File: src/rtl/shift_ctrl_pkg.sv
// Shared types and helpers for the round-robin serial arithmetic-shift controller.
// Holds the FSM state encoding, the requester ids and the saturating shift count.
package shift_ctrl_pkg;

  typedef enum logic [1:0] {
    IDLE,
    SHIFT,
    DONE
  } state_t;

  localparam logic REQ0 = 1'b0;
  localparam logic REQ1 = 1'b1;

  // Shifting an N-bit word more than N times changes nothing, so clamp to N.
  function automatic int sat_count(input int amount, input int n);
    return (amount > n) ? n : amount;
  endfunction

endpackage

File: src/rtl/shift_arbiter_ctrl_sra_step.sv
// One-bit arithmetic right shift with sign replication.
// Purely combinational, zero latency; no flow control.
module sra_step #(
  parameter int N = 4
) (
  input  logic [N-1:0] din,
  output logic [N-1:0] dout
);

  assign dout = {din[N-1], din[N-1:1]};

endmodule

File: src/rtl/shift_arbiter_ctrl.sv
// Two-requester round-robin front end for one serial arithmetic-right-shift engine.
// Result arrives min(amount,N)+1 cycles after accept; the result is held in DONE until resp_ready.
module shift_arbiter_ctrl
  import shift_ctrl_pkg::*;
#(
  parameter int N = 4
) (
  input  logic         clk,
  input  logic         rst_n,
  input  logic         req0_valid,
  output logic         req0_ready,
  input  logic [N-1:0] req0_data,
  input  logic [N-1:0] req0_amount,
  input  logic         req1_valid,
  output logic         req1_ready,
  input  logic [N-1:0] req1_data,
  input  logic [N-1:0] req1_amount,
  output logic         resp_valid,
  input  logic         resp_ready,
  output logic [N-1:0] resp_data,
  output logic         resp_id,
  output logic         busy
);

  localparam int CW = $clog2(N + 1);

  state_t       state;
  state_t       state_nxt;
  logic [N-1:0] operand;
  logic [N-1:0] shifted;
  logic [CW-1:0] count;
  logic         ptr;
  logic         id_q;
  logic         grant_id;
  logic         accept;
  logic [N-1:0] sel_data;
  logic [N-1:0] sel_amount;
  logic [CW-1:0] k;

  // The pointer only breaks ties; a lone requester always wins.
  always_comb begin
    grant_id = REQ0;
    if (req0_valid && req1_valid) begin
      grant_id = ptr;
    end else if (req1_valid) begin
      grant_id = REQ1;
    end
  end

  assign req0_ready = (state == IDLE) && req0_valid && (grant_id == REQ0);
  assign req1_ready = (state == IDLE) && req1_valid && (grant_id == REQ1);
  assign accept     = req0_ready || req1_ready;

  assign sel_data   = (grant_id == REQ1) ? req1_data   : req0_data;
  assign sel_amount = (grant_id == REQ1) ? req1_amount : req0_amount;
  assign k          = CW'(sat_count(int'(sel_amount), N));

  sra_step #(.N(N)) u_sra_step (
    .din  (operand),
    .dout (shifted)
  );

  always_comb begin
    state_nxt = state;
    case (state)
      IDLE: begin
        if (accept) begin
          state_nxt = (k == '0) ? DONE : SHIFT;
        end
      end
      SHIFT: begin
        if (count == CW'(1)) begin
          state_nxt = DONE;
        end
      end
      DONE: begin
        if (resp_ready) begin
          state_nxt = IDLE;
        end
      end
      default: state_nxt = IDLE;
    endcase
  end

  always_ff @(posedge clk or negedge rst_n) begin
    if (!rst_n) begin
      state   <= IDLE;
      operand <= '0;
      count   <= '0;
      ptr     <= REQ0;
      id_q    <= REQ0;
    end else begin
      state <= state_nxt;
      if (accept) begin
        operand <= sel_data;
        id_q    <= grant_id;
        count   <= k;
        ptr     <= ~grant_id;
      end else if (state == SHIFT) begin
        operand <= shifted;
        count   <= count - CW'(1);
      end
    end
  end

  assign resp_valid = (state == DONE);
  assign resp_data  = operand;
  assign resp_id    = id_q;
  assign busy       = (state != IDLE);

endmodule

File: config.mk
export PLATFORM = sky130hd
export DESIGN_NAME = shift_arbiter_ctrl
export DESIGN_NICKNAME = d
export VERILOG_FILES = /design/src/rtl/shift_ctrl_pkg.sv /design/src/rtl/shift_arbiter_ctrl_sra_step.sv /design/src/rtl/shift_arbiter_ctrl.sv
export SDC_FILE = /design/constraint.sdc
export NUM_CORES = 1
export LEC_CHECK = 0
export ABC_CLOCK_PERIOD_IN_PS = 1100
export BUFFER_PORTS_ARGS = -buffer_cell sky130_fd_sc_hd__buf_2
export CORE_UTILIZATION = 43
export CTS_CLUSTER_SIZE = 8
export DETAILED_ROUTE_END_ITERATION = 16
export PLACE_DENSITY = 0.74
export SLEW_MARGIN = 5
export SYNTH_ARGS = -nofsm -noshare
export SYNTH_HDL_FRONTEND = slang
export SYNTH_HIERARCHICAL = 1
export SYNTH_SLANG_ARGS = --single-unit
File: constraint.sdc
create_clock -name clk -period 1.1 [get_ports clk]
set_input_delay 0.22 -clock clk [delete_from_list [all_inputs] [get_ports clk]]
set_output_delay 0.22 -clock clk [all_outputs]
set_load 0.01 [all_outputs]
==> metrics, run 1 <==
most frequent cells in the layout buf_2, buf_4, buf_6; FFs w/ async S/R, synth 100%; CORE AREA 0.00173 sq mm; RSZ-0062 raised after global routing true; max-slew violation count 0; Starting Density 46.4%; vias in the first global route a little over 900; # IOs 30; chip width 45.2 um; DIE AREA 0.00204 sq mm; Synth Warn # 6; unique cell type count in the Yosys netlist 33; largest family of logic cells by synthesized area compound AO/OA/AOI/OAI gates; Max-slew headroom 70.9%; largest net degree at the start of global routing 12; fin area between 0.001 and 0.0015 sq mm; Critical Path RT 880 ps; Synth Register Bits 11; Worst-path clk slew 70 ps; CTS Buffer Depth 2; RePlAce Congestion roughly 0.74; Synth Area in Adders 3.13%; CTS tree done; Inserted Clock Buffers 3; CTS Sinks 11; Startpoint Class flip-flop; Worst Setup SP state[0]; Area growth, synth to finish 62.8%; FMAX about 700 MHz; PwrDens 2430 mW/mm^2; post-synthesis mux area share 7.50%; min-delay worst type in -> reg; placement-stage cell area 0.00102 sq mm; Post-Synthesis Cell Area 801 sq um; Site Rows 15; routed via count 880; Max Cap Viol 0; Antenna Cells 0; Hold Path Origin req0_data[3]; Nets 164; run status finished, violations left; post-layout min period 1460 ps; fin crit share 133%; most common cell after layout, fill and taps aside buf_2; reg-to-reg critical path startpoint ptr; arrival time worst endpoint 1240 ps; xor and xnor area share after synthesis 0%; Post-Synth Simple-Gate Area 16.7%; Root Buffer clkbuf_4; Fin Setup TNS -3290 ps; Pre-antenna DRT Iters 4; Synth Area per Inst 9.00 sq um; Final Hold Viols 0; ratio of cells with drive above 1 in the final layout roughly 56%; CP Max Fanout 4; worst clock skew between 1 and 1.5 ps; Final ANT Viol Nets 0; drt total wl 2530 um; post-synthesis sequential area ratio about 34%; die height ~45 um; failing checks setup timing; critical path class reg -> out; final worst slack -364 ps; Routed WL per cell 15.3 um; LEAKAGE approximately 0.63 nW; initial antenna violation count 0; hpwl dp 1470 um; Via density roughly 5.3; grt ovf 0; port bufs 29; Max H-tree Level 1; all-layer global routing usage around 27%; Setup crit end kind output port; Top FF cell, synth dfrtp_1; Post-synth EDFFs 0; first-pass GRT wire length 3790 um; Iteration-0 DRC Markers 11; compound-cell area share of the yosys netlist approximately 28%; Synth Instances 89; VDD IR-drop max 1200 uV; Synthesized Nets 112; Clk Latency, worst-skew pair roughly 270 ps; Final Setup Violations 14; Worst-Margin Slew 437 ps; DRC 0
## cells by family (layout without fill, tap and decap cells)
| logic type | after synthesis | count (layout) |
|---|---|---|
| DFF | 11 | 11 |
| muxes | 6 | 6 |
| and+or+nand+nor | 25 | 25 |
| adders and majority gates | 2 | 2 |
| buffers and inverters | 17 | 68 |
| AOI/OAI and AO/OA | 28 | 28 |
## worst max-delay path: stages, from the launching register on
cell and delay [ps]:
dfrtp_1 400, nor2_2 160, buf_6 130, nand2_2 70
nor2_4 100, buf_6 100
## layout make-up
class	count	area [sq um]
Multi-Input combinational cell	61	543
Fill cell	137	423
Timing Repair Buffer	53	387
Sequential cell	11	275
Inverter	11	41.3
Tap cell	25	31.3
Clock buffer	4	26.3
## metrics by stage
stage	cells	util, %	worst slack [ps]	total power [W]	hold WS (ps)
finish	165	75.5	-364	0.00317	224
global route	165	75.5	-426	0.00338	241
CTS	163	72.2	-333	0.00291	228
detailed placement	147	59.2	-247	0.00213	105
global placement	147	59.2	-192	0.00208	105
floorplan	89	-	-85.0	0.00166	-75.6
## flip-flops by register name (all words and copies together) (netlist names)
register   count
ptr            1
count          3
state          2
resp_id        1
resp_data      4
## cell usage after synthesis (all sizes together) (3+ instances only)
cell type,n,area share (%)
a21oi,3,1.9
dfrtp,11,34
nand2,9,4.5
mux2i,6,7.5
o211ai,3,2.8
nor2b,3,2.3
nor2,5,2.3
buf,6,5.3
inv,11,5.2
o221ai,3,3.3
o21ai,6,3.8
and3,3,2.7
## metal layers
layer	wire length, um	share of wire, %	global-route usage (%)	up-vias
li1	-	-	-	418
met2	1370	54	52.2	36
met3	105	4.2	3.20	10
met5	0	0	0	-
met4	88	3.5	17.6	0
met1	959	38	26.4	416
## power by group
group	internal, W	switching [W]
registers	0.000599	0.000145
clock network	0.000141	0.000144
logic	0.00110	0.00104
## worst paths after layout
check                               end  slack, ps  cells after the start
min in group asynchronous      state[1]        350                      2
hold / removal             resp_data[3]        220                      3
hold reg to reg                 resp_id        500                      1
setup reg to reg               state[0]       -310                      5
setup / recovery             req0_ready       -360                      5
max in group asynchronous  resp_data[2]        540                      2
## repair_timing
item | CTS | global route
hold buffers | 1 | 0
setup endpoints to repair | 14 | 14
gates resized for setup | 25 | 10
endpoints found under the hold margin | 11 | 0
pin swaps | 7 | 4
setup buffers | 11 | 2
(Power assumes the default switching activity.)
==> run 2: changes to the inputs <==
- BUFFER_PORTS_ARGS: -buffer_cell sky130_fd_sc_hd__buf_2 -> unset
- CORE_UTILIZATION: 43 -> 54
- DONT_BUFFER_PORTS: unset -> 1
- PLACE_DENSITY: 0.74 -> 0.72
==> run 2 against run 1 <==
The flow still finishes with violations (setup timing). Combinational power down 18%. Clock power up 1%. Core utilization up 5.6 points. Flip-flop and latch count unchanged. Design area down 17%. Critical path depth down 1. Via count down 18%. Final cell count down 26%. Count of clock-buffer cells in the layout unchanged. Global-route usage down 1.7 points. Clock skew up 5.0 ps. Critical path type unchanged. Largest power group unchanged. Highest routed layer unchanged.
==> metrics, run 2 (same netlist as run 1, synthesis figures left out) <==
Routed WL per cell 16.0 um (was 15.3 um); Comb power frac 62.0% (was 67.5%); CTS Buffer Depth 2 (unchanged); most frequent cells in the layout buf_4, dfrtp_1, inv_1 (was buf_2, buf_4, buf_6); Max H-tree Level 1 (unchanged); LEAKAGE 0.507 nW (was 0.633 nW); Worst-path clk slew 80 ps (was 70 ps); DIE AREA 0.00164 sq mm (was 0.00204 sq mm); DRC 0 (unchanged); CTS Sinks 11 (unchanged); Via density 5.93 (was 5.33); most common cell after layout, fill and taps aside buf_4 (was buf_2); Largest register FFs 4 (unchanged); Worst-Margin Slew 523 ps (was 437 ps); min-delay worst type in -> reg (unchanged); # IOs 30 (unchanged); RSZ-0062 raised after global routing true (unchanged); Startpoint Class flip-flop (unchanged); Final Setup Violations 14 (unchanged); ratio of cells with drive above 1 in the final layout 38.3% (was 56.4%); Nets 131 (was 164); CP Max Fanout 3 (was 4); vias in the first global route 634 (was 906); drt total wl 1950 um (was 2530 um); Clk Latency, worst-skew pair 280 ps (was 270 ps); Clock power frac 10.2% (was 9.0%); internal power 0.00170 W (was 0.00184 W); Starting Density 60.0% (was 46.4%); cells along the critical path nor2_2 > buf_6 > nand2_4 > nor2_4 (was nor2_2 > buf_6 > nand2_2 > nor2_4 > buf_6); Max-slew headroom 65.0% (was 70.9%); VDD IR-drop max 1340 uV (was 1200 uV); port bufs 0 (was 29); Overall Power 0.00284 W (was 0.00317 W); CTS tree done (unchanged); failing checks setup timing (unchanged); worst clock skew 6.39 ps (was 1.37 ps); final core area utilization 81.1% (was 75.5%); PwrDens 2620 mW/mm^2 (was 2430 mW/mm^2); all-layer global routing usage 25.3% (was 27.0%); grt ovf 0 (unchanged); max-slew violation count 0 (unchanged); initial antenna violation count 0 (unchanged); post-layout min period 1430 ps (was 1460 ps); Pre-antenna DRT Iters 4 (unchanged); largest net degree at the start of global routing 12 (unchanged); run status finished, violations left (unchanged); FMAX 700 MHz (was 683 MHz); routed via count 723 (was 880); final worst slack -329 ps (was -364 ps); Root Buffer clkbuf_4 (unchanged); chip width 40.5 um (was 45.2 um); CORE AREA 0.00133 sq mm (was 0.00173 sq mm); die height 40.5 um (was 45.2 um); arrival time worst endpoint 1210 ps (was 1240 ps); Inserted Clock Buffers 3 (unchanged); RePlAce Congestion 0.692 (was 0.743); first-pass GRT wire length 2570 um (was 3790 um); hpwl dp 1150 um (was 1470 um); Setup crit end kind output port (unchanged); Critical Path RT 880 ps (about the same); Psw 0.00114 W (was 0.00132 W); Fin Setup TNS -2920 ps (was -3290 ps); Final ANT Viol Nets 0 (unchanged); Site Rows 13 (was 15); Area growth, synth to finish 35.2% (was 62.8%); slowest stage delay, CP 420 ps (was 400 ps); Final Hold Viols 0 (unchanged); Net Sw Frac 40.2% (was 41.8%); slowest cell on the critical path dfrtp_1 (unchanged); critical path class reg -> out (unchanged); Iteration-0 DRC Markers 25 (was 11); Max Cap Viol 0 (unchanged); Antenna Cells 0 (unchanged); Seq pwr share 27.9% (was 23.5%); fin crit share 130% (was 133%)
## run 2: what timing repair did
action	4_1_cts	5_1_grt
setup buffers	5	6
pin swaps	3	8
endpoints found under the setup margin	14	15
hold endpoints to repair	11	0
hold buffers	1	0
gates resized for setup	18	8
## run 2: worst paths after layout
check                            from           end  slack, ps  cells past startpoint
max                          state[1]    req0_ready       -330                      4
min                        req1_valid           ptr         40                      1
max reg2reg                       ptr      state[0]       -290                      5
min reg2reg                   resp_id       resp_id        550                      1
max in group asynchronous       rst_n      count[0]        400                      1
min in group asynchronous       rst_n  resp_data[2]        350                      1
## run 2: power groups by stage
stage | Combinational, W | Clock (W) | Sequential, W
3_3_place_gp | 0.00115 | 0 | 0.000785
5_1_grt | 0.00190 | 0.000311 | 0.000828
4_1_cts | 0.00147 | 0.000292 | 0.000779
2_1_floorplan | 0.000880 | 0 | 0.000776
6_report | 0.00176 | 0.000289 | 0.000791
3_5_place_dp | 0.00117 | 0 | 0.000792
## run 2: critical path: cells and delay by family (launching register included)
kind                   cells  cell delay, ps
flip-flops                 1             420
AND/OR/NAND/NOR            3             360
buffers and inverters      1             140
## run 2: stage by stage
step	hold slack (ps)	instance area (sq um)	worst slack (ps)	cells
4_1_cts	35.8	1010	-285	117
3_5_place_dp	-75.4	865	-157	108
2_1_floorplan	-75.6	813	-85.0	89
5_1_grt	31.7	1080	-384	122
6_report	35.8	1080	-329	122
3_3_place_gp	-75.4	865	-139	108
## run 2: cell type report
cell class,count,area [sq um]
repair buffers,20,191
clock buffers,4,26.3
multi-input cells,61,527
fillers,79,251
flip-flops and latches,11,275
inverters,11,43.8
well taps,15,18.8
## run 2: metal layers
metal | track usage, % | share of wire (%)
met1 | 29.2 | 41
met4 | 17.5 | 2.6
met5 | 0 | 0
met2 | 41.3 | 50
met3 | 5.00 | 6.0
==> run 3: changes to the inputs <==
- SYNTH_HIERARCHICAL: 1 -> unset
==> run 3 against run 2 <==
The run still ends with setup timing left. Synthesized cell count fell by 7.9%. Flip-flop and latch count is the same. Register-to-register slack hardly changed. Wire length increased by 7.0%. Clock skew is 3.1 ps lower. Critical path type is now reg -> reg. Critical endpoint is now state[0]. Highest routed layer unchanged.
==> metrics, run 3 <==
Synth Register Bits 11 (unchanged); max-slew violation count 0 (unchanged); Comb power frac 61.2% (was 62.0%); critical path class reg -> reg (was reg -> out); run status finished, violations left (unchanged); Synth Warn # 0 (was 6); initial antenna violation count 0 (unchanged); Net Sw Frac 40.3% (was 40.2%); PwrDens 2570 mW/mm^2 (was 2620 mW/mm^2); Top FF cell, synth dfrtp_1 (unchanged); most common cell after layout, fill and taps aside buf_6 (was buf_4); Setup crit end kind flip-flop (was output port); fin cells 120 (was 122); FFs w/ async S/R, synth 100% (unchanged); Synth Instances 82 (was 89); Clk Latency, worst-skew pair 270 ps (was 280 ps); placement-stage cell area 895 sq um (was 865 sq um); delay-heaviest family, CP compound AO/OA/AOI/OAI gates (was flip-flops); VDD IR-drop max 1770 uV (was 1340 uV); Final Setup Violations 13 (was 14); final core area utilization 85.2% (was 81.1%); all-layer global routing usage 27.1% (was 25.3%); final worst slack -292 ps (was -329 ps); slowest stage delay, CP 390 ps (was 420 ps); most frequent cells in the layout buf_6, dfrtp_1, inv_1 (was buf_4, dfrtp_1, inv_1); internal power 0.00172 W (was 0.00170 W); CORE AREA 0.00132 sq mm (was 0.00133 sq mm); area share of the largest cell type after synthesis 35.8% (was 34.4%); top cells by instance count after synthesis dfrtp_1, inv_1, mux2i_1, nand2_1 (was dfrtp_1, inv_1, nand2_1); fin crit share 127% (was 130%); Worst-Margin Slew 517 ps (was 523 ps); Via density 6.05 (was 5.93); drt total wl 2080 um (was 1950 um); Post-synth EDFFs 0 (unchanged); Largest register FFs 4 (unchanged); first-pass GRT wire length 2720 um (was 2570 um); CTS Sinks 11 (unchanged); CTS Buffer Depth 2 (unchanged); Worst-path clk slew 80 ps (about the same); LEAKAGE 0.498 nW (was 0.507 nW); hpwl dp 1270 um (was 1150 um); Placed Instances 105 (was 108); WP buf/inv 1 (unchanged); Synthesized Nets 105 (was 112); DIE AREA 0.00158 sq mm (was 0.00164 sq mm); post-synthesis sequential area ratio 35.8% (was 34.4%); Psw 0.00117 W (was 0.00114 W); Routed WL per cell 17.4 um (was 16.0 um); unique cell type count in the Yosys netlist 36 (was 33); grt ovf 0 (unchanged); # IOs 30 (unchanged); Max Cap Viol 0 (unchanged); ratio of cells with drive above 1 in the final layout 47.6% (was 38.3%); most common cell in the netlist dfrtp_1; Post-Synthesis Cell Area 769 sq um (was 801 sq um); Starting Density 58.4% (was 60.0%); Final Hold Viols 0 (unchanged); Nets 129 (was 131); DRC 0 (unchanged); Area growth, synth to finish 45.9% (was 35.2%); worst clock skew 3.27 ps (was 6.39 ps); Critical Path RT 1250 ps (was 880 ps); CP Max Fanout 4 (was 3); largest net degree at the start of global routing 12 (unchanged); Pre-antenna DRT Iters 4 (unchanged); top post-synthesis cells by area dfrtp_1, mux2i_1, inv_1 (unchanged); die height 39.8 um (was 40.5 um); Final ANT Viol Nets 0 (unchanged); port bufs 0 (unchanged); arrival time worst endpoint 1540 ps (was 1210 ps); Max H-tree Level 1 (unchanged); FMAX 719 MHz (was 700 MHz); fillers 61 (was 79); fin area 0.00112 sq mm (was 0.00108 sq mm); RSZ-0062 raised after global routing true (unchanged); min-delay worst type in -> reg (unchanged); failing checks setup timing (unchanged); Site Rows 13 (unchanged); routed via count 726 (was 723); Max-slew headroom 65.4% (was 65.0%); Inserted Clock Buffers 3 (unchanged); Root Buffer clkbuf_4 (unchanged); Clock power frac 9.9% (was 10.2%); vias in the first global route 674 (was 634); Seq pwr share 29.0% (was 27.9%); Startpoint Class flip-flop (unchanged); post-layout min period 1390 ps (was 1430 ps); Iteration-0 DRC Markers 7 (was 25); CTS tree done (unchanged); RePlAce Congestion 0.727 (was 0.692); chip width 39.8 um (was 40.5 um); Antenna Cells 0 (unchanged); slowest cell on the critical path dfrtp_1 (unchanged); Yosys top cell by area dfrtp_1 (unchanged); Synth Area per Inst 9.38 sq um (was 9.00 sq um); cells along the critical path nand2b_4 > buf_6 > a2111oi_4 > a2bb2oi_2 > o21ai_1 (was nor2_2 > buf_6 > nand2_4 > nor2_4)
[run 3: cell count changes in the layout (fill, tap and decap cells not counted), moves of 2 or more]
| cell | previous run | this run |
|---|---|---|
| dfrtp_1 | 11 | 9 |
| mux2i_1 | 5 | 3 |
| buf_6 | 5 | 13 |
| buf_4 | 12 | 6 |
| dfrtp_2 | 0 | 2 |
| inv_1 | 10 | 7 |
| o21ai_1 | 3 | 5 |
| mux2i_2 | 0 | 2 |
| o221ai_1 | 3 | 1 |
| nand2_1 | 6 | 4 |
[run 3: power groups by stage]
| stage | clock network, W | logic (W) | registers [W] |
|---|---|---|---|
| floorplan | 0 | 0.000897 | 0.000807 |
| CTS | 0.000293 | 0.00158 | 0.000823 |
| global placement | 0 | 0.00119 | 0.000830 |
| finish | 0.000285 | 0.00177 | 0.000836 |
| global route | 0.000306 | 0.00188 | 0.000866 |
| detailed placement | 0 | 0.00123 | 0.000837 |
[run 3: logic make-up after synthesis]
group | after synthesis | synth area share (%)
compound gates | 28 | 29.1
simple gates | 24 | 17.4
flops | 11 | 35.8
buf+inv | 10 | 5.20
mux | 7 | 9.27
fa+ha+maj | 2 | 3.25
[run 3: final timing paths]
kind | start | cells after the start | to | slack [ps]
setup / recovery | ptr | 5 | state[0] | -290
hold / removal | req1_valid | 1 | ptr | 60
setup reg to reg | ptr | 5 | state[0] | -290
hold reg to reg | resp_id | 1 | resp_id | 570
max in group asynchronous | rst_n | 1 | state[1] | 370
min in group asynchronous | rst_n | 1 | resp_data[3] | 350
[run 3: repair_timing]
item                       in CTS  in global routing
hold endpoints to repair       11                  0
setup endpoints to repair      14                 13
gates resized for setup        26                  8
cloned                          0                  1
buffers inserted                6                  3
pin swaps                       9                  6
hold buffers                    1                  0
[run 3: worst reg2reg max path: cells and delay by family (launching register included)]
kind	cells	cell delay, ps
AO/OA/AOI/OAI	3	550
flip-flops	1	390
AND/OR/NAND/NOR	1	190
buffers and inverters	1	140
[run 3: metrics by stage]
step	TNS (ps)	hold WS [ps]	power, W	worst slack (ps)
6_report	-2470	61.2	0.00289	-292
3_3_place_gp	-1330	-75.4	0.00202	-167
2_1_floorplan	-533	-75.6	0.00170	-128
5_1_grt	-3040	49.6	0.00305	-348
4_1_cts	-2060	37.5	0.00270	-270
3_5_place_dp	-1540	-75.4	0.00206	-203
[run 3: cell type report]
type                    count  area, sq um  share of cell area (%)
multi-input cells          61          557                    49.6
flip-flops and latches     11          278                    24.7
repair buffers             21          213                    19.0
inverters                   8         30.0                    2.68
clock buffers               4         26.3                    2.34
well taps                  15         18.8                    1.67
[run 3: layer usage]
metal  routed length (um)  global-route usage [%]
met2                 1050                    47.1
met4                   44                    13.8
met5                    0                       0
met3                   83                    7.39
met1                  905                    29.4
